## src/rtl/am_query_arbiter.sv

```systemverilog
// am_query_arbiter: shares one associative memory between NUM_REQ encoder
// channels. One query is in flight at a time; channels are served round-robin.
// Optional feature macro: AM_ARB_TIMEOUT_EN adds a WAIT_RESULT watchdog that
// answers with a timeout result after TIMEOUT_CYCLES cycles.
// Widths normally come from const.vh; the fallbacks below keep the file
// self-contained when that header has not been included first.

`ifndef HV_DIMENSION
`define HV_DIMENSION 32
`endif
`ifndef LABEL_WIDTH
`define LABEL_WIDTH 4
`endif
`ifndef DISTANCE_WIDTH
`define DISTANCE_WIDTH 8
`endif

// Per-channel handshake decode: request grant in IDLE, response select in RESPOND.
module am_query_arbiter_lane #(
  parameter int ID_W = 2,
  parameter int CH   = 0
) (
  input  logic [ID_W-1:0] grantId,
  input  logic            grantHit,
  input  logic [ID_W-1:0] servedId,
  input  logic            inIdle,
  input  logic            inRespond,
  output logic            reqReady,
  output logic            respValid
);
  localparam logic [ID_W-1:0] MyId = ID_W'(CH);

  assign reqReady  = inIdle & grantHit & (grantId == MyId);
  assign respValid = inRespond & (servedId == MyId);
endmodule

module am_query_arbiter #(
  parameter  int NUM_REQ        = 3,
  parameter  int TIMEOUT_CYCLES = 255,
  localparam int ID_W           = (NUM_REQ > 1) ? $clog2(NUM_REQ) : 1
) (
  input  logic                              Clk_CI,
  input  logic                              Reset_RBI,
  input  logic [NUM_REQ-1:0]                ReqValid_SI,
  output logic [NUM_REQ-1:0]                ReqReady_SO,
  input  logic [NUM_REQ*`HV_DIMENSION-1:0]  ReqHypervector_DI,
  output logic                              AmValid_SO,
  input  logic                              AmReady_SI,
  output logic [`HV_DIMENSION-1:0]          AmHypervector_DO,
  input  logic                              AmResValid_SI,
  output logic                              AmResReady_SO,
  input  logic [`LABEL_WIDTH-1:0]           AmLabel_A_DI,
  input  logic [`LABEL_WIDTH-1:0]           AmLabel_V_DI,
  input  logic [`DISTANCE_WIDTH-1:0]        AmDistance_A_DI,
  input  logic [`DISTANCE_WIDTH-1:0]        AmDistance_V_DI,
  output logic [NUM_REQ-1:0]                RespValid_SO,
  input  logic [NUM_REQ-1:0]                RespReady_SI,
  output logic [`LABEL_WIDTH-1:0]           RespLabel_A_DO,
  output logic [`LABEL_WIDTH-1:0]           RespLabel_V_DO,
  output logic [`DISTANCE_WIDTH-1:0]        RespDistance_A_DO,
  output logic [`DISTANCE_WIDTH-1:0]        RespDistance_V_DO,
  output logic [ID_W-1:0]                   RespId_DO,
  output logic                              RespTimeout_SO
);

  localparam int HV_W   = `HV_DIMENSION;
  localparam int LBL_W  = `LABEL_WIDTH;
  localparam int DIST_W = `DISTANCE_WIDTH;

  // Elaboration-time range checks on the configuration.
  if (NUM_REQ < 2 || NUM_REQ > 8) begin : gBadNumReq
    $error("am_query_arbiter: NUM_REQ must be 2..8");
  end
  if (TIMEOUT_CYCLES < 1 || TIMEOUT_CYCLES > 255) begin : gBadTimeout
    $error("am_query_arbiter: TIMEOUT_CYCLES must be 1..255");
  end

  typedef enum logic [1:0] {IDLE, ISSUE, WAIT_RESULT, RESPOND} state_t;

  typedef struct packed {
    logic [LBL_W-1:0]  labelA;
    logic [LBL_W-1:0]  labelV;
    logic [DIST_W-1:0] distA;
    logic [DIST_W-1:0] distV;
  } amRes_t;

  state_t                      StateDP, StateDN;
  logic [ID_W-1:0]             RrPtrDP, RrPtrDN;
  logic [ID_W-1:0]             ServedIdDP, ServedIdDN;
  logic [HV_W-1:0]             HvDP, HvDN;
  amRes_t                      ResDP, ResDN;

  logic [NUM_REQ-1:0][HV_W-1:0] reqHv;
  logic [ID_W-1:0]             grantId;
  logic                        grantHit;
  int                          scanIdx;

  assign reqHv = ReqHypervector_DI;

`ifdef AM_ARB_TIMEOUT_EN
  localparam logic [7:0] TimerLast = 8'(TIMEOUT_CYCLES - 1);
  logic [7:0] TimerDP, TimerDN;
  logic       TimeoutDP, TimeoutDN;
`endif

  // Round-robin scan from RrPtr; walking offsets downward lets the nearest
  // valid channel overwrite any farther one.
  always_comb begin
    grantHit = 1'b0;
    grantId  = '0;
    scanIdx  = 0;
    for (int i = NUM_REQ - 1; i >= 0; i--) begin
      scanIdx = (int'(RrPtrDP) + i) % NUM_REQ;
      if (ReqValid_SI[scanIdx]) begin
        grantHit = 1'b1;
        grantId  = ID_W'(scanIdx);
      end
    end
  end

  // Next-state logic: one query outstanding, request -> issue -> wait -> respond.
  always_comb begin
    StateDN    = StateDP;
    RrPtrDN    = RrPtrDP;
    ServedIdDN = ServedIdDP;
    HvDN       = HvDP;
    ResDN      = ResDP;
`ifdef AM_ARB_TIMEOUT_EN
    TimerDN    = TimerDP;
    TimeoutDN  = TimeoutDP;
`endif
    case (StateDP)
      IDLE: begin
        if (grantHit) begin
          HvDN       = reqHv[grantId];
          ServedIdDN = grantId;
          StateDN    = ISSUE;
        end
      end
      ISSUE: begin
        if (AmReady_SI) begin
          StateDN = WAIT_RESULT;
`ifdef AM_ARB_TIMEOUT_EN
          TimerDN = '0;
`endif
        end
      end
      WAIT_RESULT: begin
        if (AmResValid_SI) begin
          ResDN.labelA = AmLabel_A_DI;
          ResDN.labelV = AmLabel_V_DI;
          ResDN.distA  = AmDistance_A_DI;
          ResDN.distV  = AmDistance_V_DI;
          StateDN      = RESPOND;
`ifdef AM_ARB_TIMEOUT_EN
          TimeoutDN    = 1'b0;
        end else if (TimerDP == TimerLast) begin
          // Watchdog answer: no label, worst possible distance.
          ResDN.labelA = '0;
          ResDN.labelV = '0;
          ResDN.distA  = '1;
          ResDN.distV  = '1;
          TimeoutDN    = 1'b1;
          StateDN      = RESPOND;
        end else begin
          TimerDN = TimerDP + 8'd1;
`endif
        end
      end
      RESPOND: begin
        if (RespReady_SI[ServedIdDP]) begin
          StateDN = IDLE;
          RrPtrDN = (ServedIdDP == ID_W'(NUM_REQ - 1)) ? '0 : ServedIdDP + ID_W'(1);
        end
      end
      default: StateDN = IDLE;
    endcase
  end

  // State and datapath registers; reset abandons any transaction in flight.
  always_ff @(posedge Clk_CI or negedge Reset_RBI) begin
    if (!Reset_RBI) begin
      StateDP    <= IDLE;
      RrPtrDP    <= '0;
      ServedIdDP <= '0;
      HvDP       <= '0;
      ResDP      <= '0;
    end else begin
      StateDP    <= StateDN;
      RrPtrDP    <= RrPtrDN;
      ServedIdDP <= ServedIdDN;
      HvDP       <= HvDN;
      ResDP      <= ResDN;
    end
  end

`ifdef AM_ARB_TIMEOUT_EN
  // Watchdog counter and timeout flag.
  always_ff @(posedge Clk_CI or negedge Reset_RBI) begin
    if (!Reset_RBI) begin
      TimerDP   <= '0;
      TimeoutDP <= 1'b0;
    end else begin
      TimerDP   <= TimerDN;
      TimeoutDP <= TimeoutDN;
    end
  end
  assign RespTimeout_SO = TimeoutDP;
`else
  assign RespTimeout_SO = 1'b0;
`endif

  for (genvar g = 0; g < NUM_REQ; g++) begin : gLane
    am_query_arbiter_lane #(
      .ID_W (ID_W),
      .CH   (g)
    ) iLane (
      .grantId   (grantId),
      .grantHit  (grantHit),
      .servedId  (ServedIdDP),
      .inIdle    (StateDP == IDLE),
      .inRespond (StateDP == RESPOND),
      .reqReady  (ReqReady_SO[g]),
      .respValid (RespValid_SO[g])
    );
  end

  assign AmValid_SO        = (StateDP == ISSUE);
  assign AmResReady_SO     = (StateDP == WAIT_RESULT);
  assign AmHypervector_DO  = HvDP;
  assign RespLabel_A_DO    = ResDP.labelA;
  assign RespLabel_V_DO    = ResDP.labelV;
  assign RespDistance_A_DO = ResDP.distA;
  assign RespDistance_V_DO = ResDP.distV;
  assign RespId_DO         = ServedIdDP;

endmodule

```

## config.mk

```make
export PLATFORM = sky130hd
export DESIGN_NAME = am_query_arbiter
export DESIGN_NICKNAME = d
export VERILOG_FILES = /design/src/rtl/am_query_arbiter.sv
export SDC_FILE = /design/constraint.sdc
export NUM_CORES = 1
export LEC_CHECK = 0
export CORE_ASPECT_RATIO = 0.8
export CORE_UTILIZATION = 40
export DETAILED_ROUTE_END_ITERATION = 10
export PLACE_DENSITY = 0.9
export REMOVE_ABC_BUFFERS = 1
export SLEW_MARGIN = 10
export SYNTH_ARGS = -nofsm -noshare
export SYNTH_HDL_FRONTEND = slang
export SYNTH_SLANG_ARGS = --single-unit
export TNS_END_PERCENT = 20
```

## constraint.sdc

```tcl
create_clock -name Clk_CI -period 3.68 [get_ports Clk_CI]
set_clock_uncertainty 0.05 [all_clocks]
set_input_delay 0.736 -clock Clk_CI [delete_from_list [all_inputs] [get_ports Clk_CI]]
set_output_delay 0.736 -clock Clk_CI [all_outputs]
set_load 0.05 [all_outputs]
```

# Yosys cells after proc, flatten, opt, wreduce, memory -nomap -nowiden
# Index checks and enable logic that the tools add are counted.
# W data, S select, Z words.
dict set report classes {
  add_sub_neg 3
  n_div 3
  order_cmp 5
  eq_ne 11
  n_mux 25
  n_bitwise 7
  reduce_logical 7
}
# operator n
set ops {}
lappend ops {{$lt A32 B4 Y1 const B} 3}
lappend ops {{$bmux W32 S2} 1}
lappend ops {{$mod A32 B3 Y32 const B} 2}
lappend ops {{$mod A3 B3 Y32 const B} 1}
lappend ops {{$mux W32} 1}
lappend ops {{$mux W2} 8}
lappend ops {{$mux W1} 10}
lappend ops {{$bmux W1 S2} 4}
lappend ops {{$eq A2 B2 Y1 const B} 4}
lappend ops {{$pmux W2 S4} 1}
lappend ops {{$and A1 B1 Y1} 7}
lappend ops {{$eq A2 B1 Y1 const B} 3}
lappend ops {{$logic_not A2 Y1} 3}
lappend ops {{$lt A2 B3 Y1 const B} 2}
lappend ops {{$reduce_and A2 Y1} 3}
lappend ops {{$ne A2 B1 Y1 const B} 2}
lappend ops {{$ne A2 B2 Y1 const B} 2}
lappend ops {{$reduce_and A4 Y1} 1}
lappend ops {{$add A2 B1 Y3 const B} 1}
lappend ops {{$add A2 B2 Y3 const B} 1}
lappend ops {{$add A2 B1 Y2 const B} 1}
dict set report totals {
  regBits 62
  input_bits 130
  out_inout_bits 67
  elab_cells 69
}

# Logic depth before layout (Yosys ltp)
# Gate-level depths: netlist of run 1.
dict set report depth {
  ltp_word 10
  depth_mapped 11
  depth_no_buf 7
}

# Cells and area by module
# A second synthesis of run 1 with hierarchy kept.
dict set report unflattened {
  hier_cells 307
  area_unflattened_um2 3522.1
}
# mod n_inst cells_each area_each_um2 seq_area_each_um2
set modules_own_cells {}
lappend modules_own_cells {am_query_arbiter 1 301 3464.6 1551.5}
lappend modules_own_cells {{am_query_arbiter_lane (gLane[1].iLane ...)} 2 2 18.8 0.0}
lappend modules_own_cells {{am_query_arbiter_lane (gLane[0].iLane)} 1 2 20.0 0.0}

# Worst setup path before layout of run 1
# No wires, ideal clock.
dict set report synth_timing {
  path_type {register to output}
  startpoint {reg RrPtrDP[0]}
  endpoint {out ReqReady_SO[1]}
  arrival_ps 2139
  required_time_ps 2894
  path_slack_ps 755
  stages_incl_launch_ff 11
  n_path_buf 4
  path_cell_list {dfrtp_1 > inv_1 > ha_1 > clkbuf_1 > a21boi_2 > o41a_1 > buf_6 > nand3_4 > buf_6 > a21oi_1 > buf_4}
}
dict set report synth_between {
  elab_chain_len 10
  elab_cells_between_ends 23
  classes_between {2 x add/sub; 3 x div; 1 x eq/ne; 15 x mux; 2 x bitwise}
}
# item line_no
set synth_lines {}
lappend synth_lines {{from (decl)} 88} ;# logic [ID_W-1:0] RrPtrDP, RrPtrDN;
lappend synth_lines {{from (signal assigned)} 190} ;# RrPtrDP <= RrPtrDN;
lappend synth_lines {{$add A2 B2 Y3} 113} ;# scanIdx = (int'(RrPtrDP) + i) % NUM_REQ;
lappend synth_lines {{$mod A32 B3 Y32} 113}
lappend synth_lines {{$bmux W1 S2} 114} ;# if (ReqValid_SI[scanIdx]) begin
lappend synth_lines {{$mux W1 (implied by the code) (2 in a row)} 114}
lappend synth_lines {{$mux W2 or $mux W1 (tied branches) (3 in a row)} 114}
lappend synth_lines {{$eq A2 B1 Y1 or $and A1 B1 Y1 (tied branches)} 33} ;# assign reqReady = inIdle & grantHit & (grantId == MyId);
lappend synth_lines {{$and A1 B1 Y1 *} 33}
lappend synth_lines {{to (decl)} 45} ;# output logic [NUM_REQ-1:0] ReqReady_SO,
# Every way passes the cells marked *; elsewhere a longest branch is shown, timed or not. The select of a mux whose other input is x is not followed.

# Worst setup path in the final report of run 1
dict set report layout_timing {
  startpoint {in ReqValid_SI[1]}
  endpoint {out ReqReady_SO[1]}
}
dict set report layout_between {
  elab_chain_len 8
  elab_cells_between_ends 18
  classes_between {1 x eq/ne; 15 x mux; 2 x bitwise}
}
# item line_no
set layout_lines {}
lappend layout_lines {{from (decl)} 44} ;# input logic [NUM_REQ-1:0] ReqValid_SI,
lappend layout_lines {{$bmux W1 S2} 114}
lappend layout_lines {{$mux W1 (implied by the code) (2 in a row)} 114}
lappend layout_lines {{$mux W2 or $mux W1 (tied branches) (3 in a row)} 114}
lappend layout_lines {{$eq A2 B1 Y1 or $and A1 B1 Y1 (tied branches)} 33}
lappend layout_lines {{$and A1 B1 Y1 *} 33}
# Marked as above.

==> results.py, run 1 <==
metrics = {
    "power_and_ir_drop": {
        "p_leak_uw": 0.002332,
        "power.switching_uw": 3013,
        "ir_drop_uv": 606.5,
        "power.internal_uw": 2952,
        "p_clk_frac": 0.140,
        "switching_share": 0.5051,
        "combPwrFrac": 0.655,
        "power_density_nw_per_um2": 994.5,
        "seqPwrFrac": 0.205,
    },
    "cts": {
        "tritoncts": "done",
        "cts_made_buffers": 9,
        "cts-root-buf": "clkbuf_16",
        "clockBufferDepth": 2,
        "ctsResizeCount": 0,
        "cts.clk_slew.worst_paths_ns": 0.06,
        "clk_latency_ns": 0.32,
        "holdBufCountCts": 0,
        "cts_max_level": 3,
        "cts_setup_buffers": 0,
        "clock_sinks": 62,
    },
    "final_layout": {
        "utilization": 0.6581,
        "mostFrequentLayoutCells": "191 x clkdlybuf4s50_1, 63 x o211ai_1, 62 x dfrtp_1",
        "fin_cells": 654,
        "drive_above_1_share": 0.1317,
        "fin_nets": 672,
        "final_common_cell": "clkdlybuf4s50_1",
        "area_growth_pct": 59.00,
        "final_area_sq_um": 5998,
        "n_fill_cell": 725,
        "num_antenna_cells": 0,
    },
    "synthesis": {
        "synth-simple-area-share": 0.06799,
        "synthesis.area_sq_um": 3772,
        "synth_cell_types": 46,
        "yosysWarnings": 0,
        "yosysSeqAreaShare": 0.4113,
        "synth_cells": 360,
        "synth_adder_area_share": 0.02653,
        "ys_ff_latch": 62,
        "syn_area_per_cell_sq_um": 10.48,
        "async_flop_share": 1.000,
        "synth-edff-count": 0,
        "synth_xor_area_frac": 0,
        "synth_top_family_by_area": "compound AO/OA/AOI/OAI gates",
        "synth_area_leaders": "dfrtp_1 41%, o211ai_1 13%, mux2_2 8.1%",
        "synth_top_area_share": 0.4113,
        "synth_ff_type": "dfrtp_1",
        "synthMuxAreaShare": 0.09121,
        "synth_area_leader_cell": "dfrtp_1",
        "synth_compound_area_frac": 0.3171,
    },
    "run_status": {
        "status": "complete, no violations",
    },
    "timing": {
        "hold_slack_ns": 0.3248,
        "setup_slack_ns": 0.2228,
        "setup_viol": 0,
        "max_slew_margin": 0.3532,
        "period_minus_slack_ns": 3.457,
        "hold_violations": 0,
        "worst_pin_slew_ns": 0.9679,
        "max_freq_ghz": 0.2893,
        "rsz0062_at_grt": "false",
        "final_max_slew_viol_count": 0,
        "finalCritPeriodShare": 0.9395,
    },
    "floorplanning": {
        "die_area_sq_um": 9826,
        "initial_core_util": 0.4139,
        "boundaryPins": 197,
        "dieWidth_microns": 110.6,
        "die_y_microns": 88.86,
        "core_sq_um": 9115,
        "rows": 31,
    },
    "setup_path": {
        "worstPathCellList": "clkdlybuf4s50_1, mux2i_1, nor2_1, o41a_1, nand3_4, a21oi_1, buf_12",
        "cp-start-kind": "primary input",
        "crit_path_end_kind": "output pin",
        "cp_slowest_cell": "clkdlybuf4s50_1",
        "path_max_fanout": 10,
        "critPathRequiredTime_ns": 2.89,
        "crit_arrival_ns": 2.67,
        "slowest_delay_ns": 0.60,
        "setup.worst_path.class": "in -> out",
    },
    "global_route": {
        "grt_pass1_wl_mm": 18.86,
        "antenna_found_initial": 0,
        "gr-total-overflow": 0,
        "grt_pass1_vias": 3716,
        "grt_max_degree": 35,
        "grt_usage": 0.2455,
    },
    "drt": {
        "top_layer_used": "met4",
        "dr.pass1.iters": 5,
        "viasPerCell": 5.813,
        "ant_nets": 0,
        "wire_per_inst_microns": 18.69,
        "wl_met3_microns": 840,
        "remaining_drc_errors": 0,
        "wl_met2_mm": 6.154,
        "drt-met1-wl_mm": 5.041,
        "first_iter_violations": 326,
        "wirelength_mm": 12.23,
        "vias": 3802,
    },
    "place": {
        "dpl.hpwl_mm": 8.791,
        "routabilityCongestion": 0.8667,
        "place_ws_ns": 0.2447,
        "dpl.cell_count": 638,
        "numPortBuffers": 195,
        "place_area_sq_um": 5700,
    },
    "worst_hold_path": {
        "hold_path.class": "in -> async",
    },
    "run": {
        "drv_cap": 0,
    },
}
==> area by class of cell <==
class	count	area (sq um)	area share
clock buffer	9	225.2	0.03755
tap	115	143.9	0.02399
inverter	8	30.03	0.005006
clock inverter	7	72.57	0.01210
sequential	62	1551	0.2587
timing repair buffer	208	2062	0.3438
multi-input combinational	245	1913	0.3189
==> logic make-up after synthesis <==
group / Yosys count
AOI/OAI and AO/OA: 150
DFF: 62
and+or+nand+nor: 55
buffers and inverters: 53
muxes: 31
adders and majority gates: 8
other: 1
==> worst max-delay path, delay by kind of cell <==
kind	cells	cell delay, ns
buffers and inverters	2	0.78
AO/OA/AOI/OAI	2	0.55
AND/OR/NAND/NOR	2	0.47
multiplexers	1	0.14
==> power by group through the flow <==
stage | clock [uW] | combinational, uW | sequential, uW
2_1_floorplan | 0 | 1410 | 2310
3_3_place_gp | 0 | 3820 | 1210
3_5_place_dp | 0 | 3900 | 1240
4_1_cts | 852 | 3910 | 1230
5_1_grt | 892 | 4100 | 1260
6_report | 838 | 3900 | 1220
==> metrics by stage <==
| stage | TNS, ns | power [uW] |
|---|---|---|
| after global routing | 0 | 6261 |
| after floorplan | -6.147 | 3722 |
| final | 0 | 5965 |
| after CTS | 0 | 5989 |
| after global placement | 0 | 5033 |
| after detailed placement | 0 | 5135 |
==> Yosys cell counts (2+ instances only) <==
| cell type | n |
|---|---|
| o211ai_1 | 63 |
| dfrtp_1 | 62 |
| nand2_1 | 37 |
| a21boi_0 | 32 |
| a32oi_1 | 32 |
| mux2_2 | 27 |
| clkbuf_1 | 17 |
| buf_4 | 10 |
| buf_6 | 10 |
| ha_1 | 8 |
| inv_1 | 8 |
| buf_2 | 6 |
| a21oi_1 | 4 |
| mux2i_1 | 4 |
| nor2_1 | 4 |
| nand2b_1 | 3 |
| a31oi_1 | 2 |
| nor2b_1 | 2 |
| o21bai_1 | 2 |
==> routing by layer <==
layer | vias to the layer above | track usage
met3 | 20 | 0.05274
met2 | 185 | 0.4263
li1 | 1727 | -
met1 | 1870 | 0.3084
met5 | - | 0
met4 | 0 | 0.08364
==> flip-flops by register name, indices dropped and copies added, names as in the netlist <==
name	count
RrPtrDP	2
StateDP	2
RespId_DO	2
AmHypervector_DO	32
RespLabel_A_DO	4
RespDistance_A_DO	8
RespLabel_V_DO	4
RespDistance_V_DO	8
==> worst paths after layout <==
check	from	endpoint	slack, ns	cells past startpoint
max	ReqValid_SI[1]	ReqReady_SO[1]	0.22	7
min	Reset_RBI	AmHypervector_DO[15]$_DFFE_PN0P_	0.32	1
max reg2reg	RrPtrDP[1]$_DFFE_PN0P_	AmHypervector_DO[28]$_DFFE_PN0P_	1.01	8
min reg2reg	AmHypervector_DO[6]$_DFFE_PN0P_	AmHypervector_DO[6]$_DFFE_PN0P_	0.44	2
max in group asynchronous	Reset_RBI	AmHypervector_DO[27]$_DFFE_PN0P_	2.55	2
min in group Clk_CI	AmHypervector_DO[6]$_DFFE_PN0P_	AmHypervector_DO[6]$_DFFE_PN0P_	0.44	2
Note: power is estimated with default switching activity, not from simulation.
==> run 2, diff against run 1 <==
Settings changed: SETUP_SLACK_MARGIN set to 0.2.
==> run 2 against run 1 <==
Clock-buffer cell count did not move. Clock power barely moved. Fmax rose by 1.9%. Final area rose by 0.35%. Via count fell by 0.50%.
==> results.py, run 2 (synthesis gave the netlist of run 1 again) <==
metrics = {
    "run_status": {
        "status": "complete, no violations",
    },
    "setup_path": {
        "cpLargestDelayFamily": "buffers and inverters",
        "cp-start-kind": "primary input",
        "crit_arrival_ns": 2.61,
        "path_max_fanout": 10,
        "crit_buf_inv": 2,
        "ff2ff_setup_slack_ns": 1.02,
        "rr_startpoint": "RrPtrDP[1]$_DFFE_PN0P_",
        "cp_slowest_cell": "clkdlybuf4s50_1",
        "ff2ff_path_depth": 8,
        "slowest_delay_ns": 0.58,
        "regToRegEndpoint": "AmHypervector_DO[28]$_DFFE_PN0P_",
        "critPathRequiredTime_ns": 2.89,
        "setup.worst_path.class": "in -> out",
        "crit_path_end_kind": "output pin",
        "worstPathCellList": "clkdlybuf4s50_1, a21bo_2, a22oi_1, o21bai_1, nand3_4, nor2_1, buf_12",
    },
    "cts": {
        "cts_setup_buffers": 0,
        "tritoncts": "done",
        "clock_sinks": 62,
        "cts-root-buf": "clkbuf_16",
        "clk_latency_ns": 0.32,
        "cts_max_level": 3,
        "cts_made_buffers": 9,
        "clockBufferDepth": 2,
        "cts.clk_slew.worst_paths_ns": 0.05,
    },
    "drt": {
        "vias": 3783,
        "wirelength_mm": 12.24,
        "dr.pass1.iters": 5,
        "viasPerCell": 5.784,
        "ant_nets": 0,
        "first_iter_violations": 259,
        "wire_per_inst_microns": 18.72,
        "remaining_drc_errors": 0,
    },
    "global_route": {
        "antenna_found_initial": 0,
        "grt_max_degree": 35,
        "grt_pass1_wl_mm": 18.86,
        "grt_pass1_vias": 3716,
        "grt_usage": 0.2455,
        "gr-total-overflow": 0,
    },
    "power_and_ir_drop": {
        "ir_drop_uv": 606.5,
        "power_density_nw_per_um2": 994.5,
        "power_uw": 5986,
        "p_leak_uw": 0.002338,
    },
    "floorplanning": {
        "initial_core_util": 0.4139,
        "boundaryPins": 197,
        "die_y_microns": 88.86,
        "dieWidth_microns": 110.6,
        "die_area_sq_um": 9826,
        "rows": 31,
        "core_sq_um": 9115,
    },
    "timing": {
        "finalCritPeriodShare": 0.9218,
        "max_freq_ghz": 0.2948,
        "final_max_slew_viol_count": 0,
        "rsz0062_at_grt": "true",
        "setup_viol": 0,
        "setup_tns_ns": 0,
        "worst_pin_slew_ns": 0.9679,
        "max_slew_margin": 0.3532,
        "period_minus_slack_ns": 3.392,
        "hold_violations": 0,
    },
    "place": {
        "dpl.hpwl_mm": 8.791,
        "routabilityCongestion": 0.8667,
        "numPortBuffers": 195,
        "place_area_sq_um": 5700,
    },
    "final_layout": {
        "mostFrequentLayoutCells": "191 x clkdlybuf4s50_1, 63 x o211ai_1, 62 x dfrtp_1",
        "num_antenna_cells": 0,
        "utilization": 0.6604,
        "drive_above_1_share": 0.1391,
        "final_common_cell": "clkdlybuf4s50_1",
        "largest_register_ffs": 32,
        "area_growth_pct": 59.57,
        "final_area_sq_um": 6020,
        "fin_nets": 672,
    },
    "worst_hold_path": {
        "hold_path.class": "in -> async",
    },
    "run": {
        "drv_cap": 0,
    },
}
[run 2: how the worst max path moves through the flow]
stage	endpoint	slack, ns	start	cells past startpoint
after floorplan	ReqReady_SO[1]	-1.37	RrPtrDP[0]$_DFFE_PN0P_	7
after global placement	ReqReady_SO[1]	0.35	ReqValid_SI[1]	7
after detailed placement	ReqReady_SO[1]	0.24	ReqValid_SI[1]	7
after CTS	ReqReady_SO[1]	0.24	ReqValid_SI[1]	7
after global routing	ReqReady_SO[0]	0.20	ReqValid_SI[1]	7
final	ReqReady_SO[0]	0.29	ReqValid_SI[0]	7
[run 2: through the flow]
stage                     hold WS, ns  setup slack (ns)  cells
after floorplan                0.3904            -1.370    315
after global placement         0.4310            0.3485    638
after detailed placement       0.4347            0.2447    638
after CTS                      0.3300            0.2369    654
after global routing           0.3446            0.1973    654
final                          0.3246            0.2877    654
[run 2: metal layers]
| layer | track usage | routed length, microns | up-vias |
|---|---|---|---|
| li1 | - | - | 1728 |
| met1 | 0.3084 | 5004 | 1845 |
| met2 | 0.4263 | 6174 | 192 |
| met3 | 0.05274 | 880 | 18 |
| met4 | 0.08364 | 184 | 0 |
| met5 | 0 | 0 | - |
[run 2: timing repair]
item / in CTS / in global routing
setup endpoints to repair: 0 / 3
resized for setup: 0 / 5
hold buffers: 0 / 0
[run 2: cell type report]
class                   instances  area, sq um
clock buffers                   9        225.2
clock inverters                 7        72.57
fillers                       719         3095
inverters                       8        30.03
multi-input cells             245         1934
flip-flops and latches         62         1551
well taps                     115        143.9
repair buffers                208         2062
[run 2: where the power goes]
group / leakage (uW) / internal (uW) / total (uW) / switching, uW
clock network: 0.000142 / 526 / 835 / 310
registers: 0.000755 / 1030 / 1220 / 192
logic: 0.00144 / 1410 / 3930 / 2520
total: 0.00234 / 2960 / 5990 / 3020
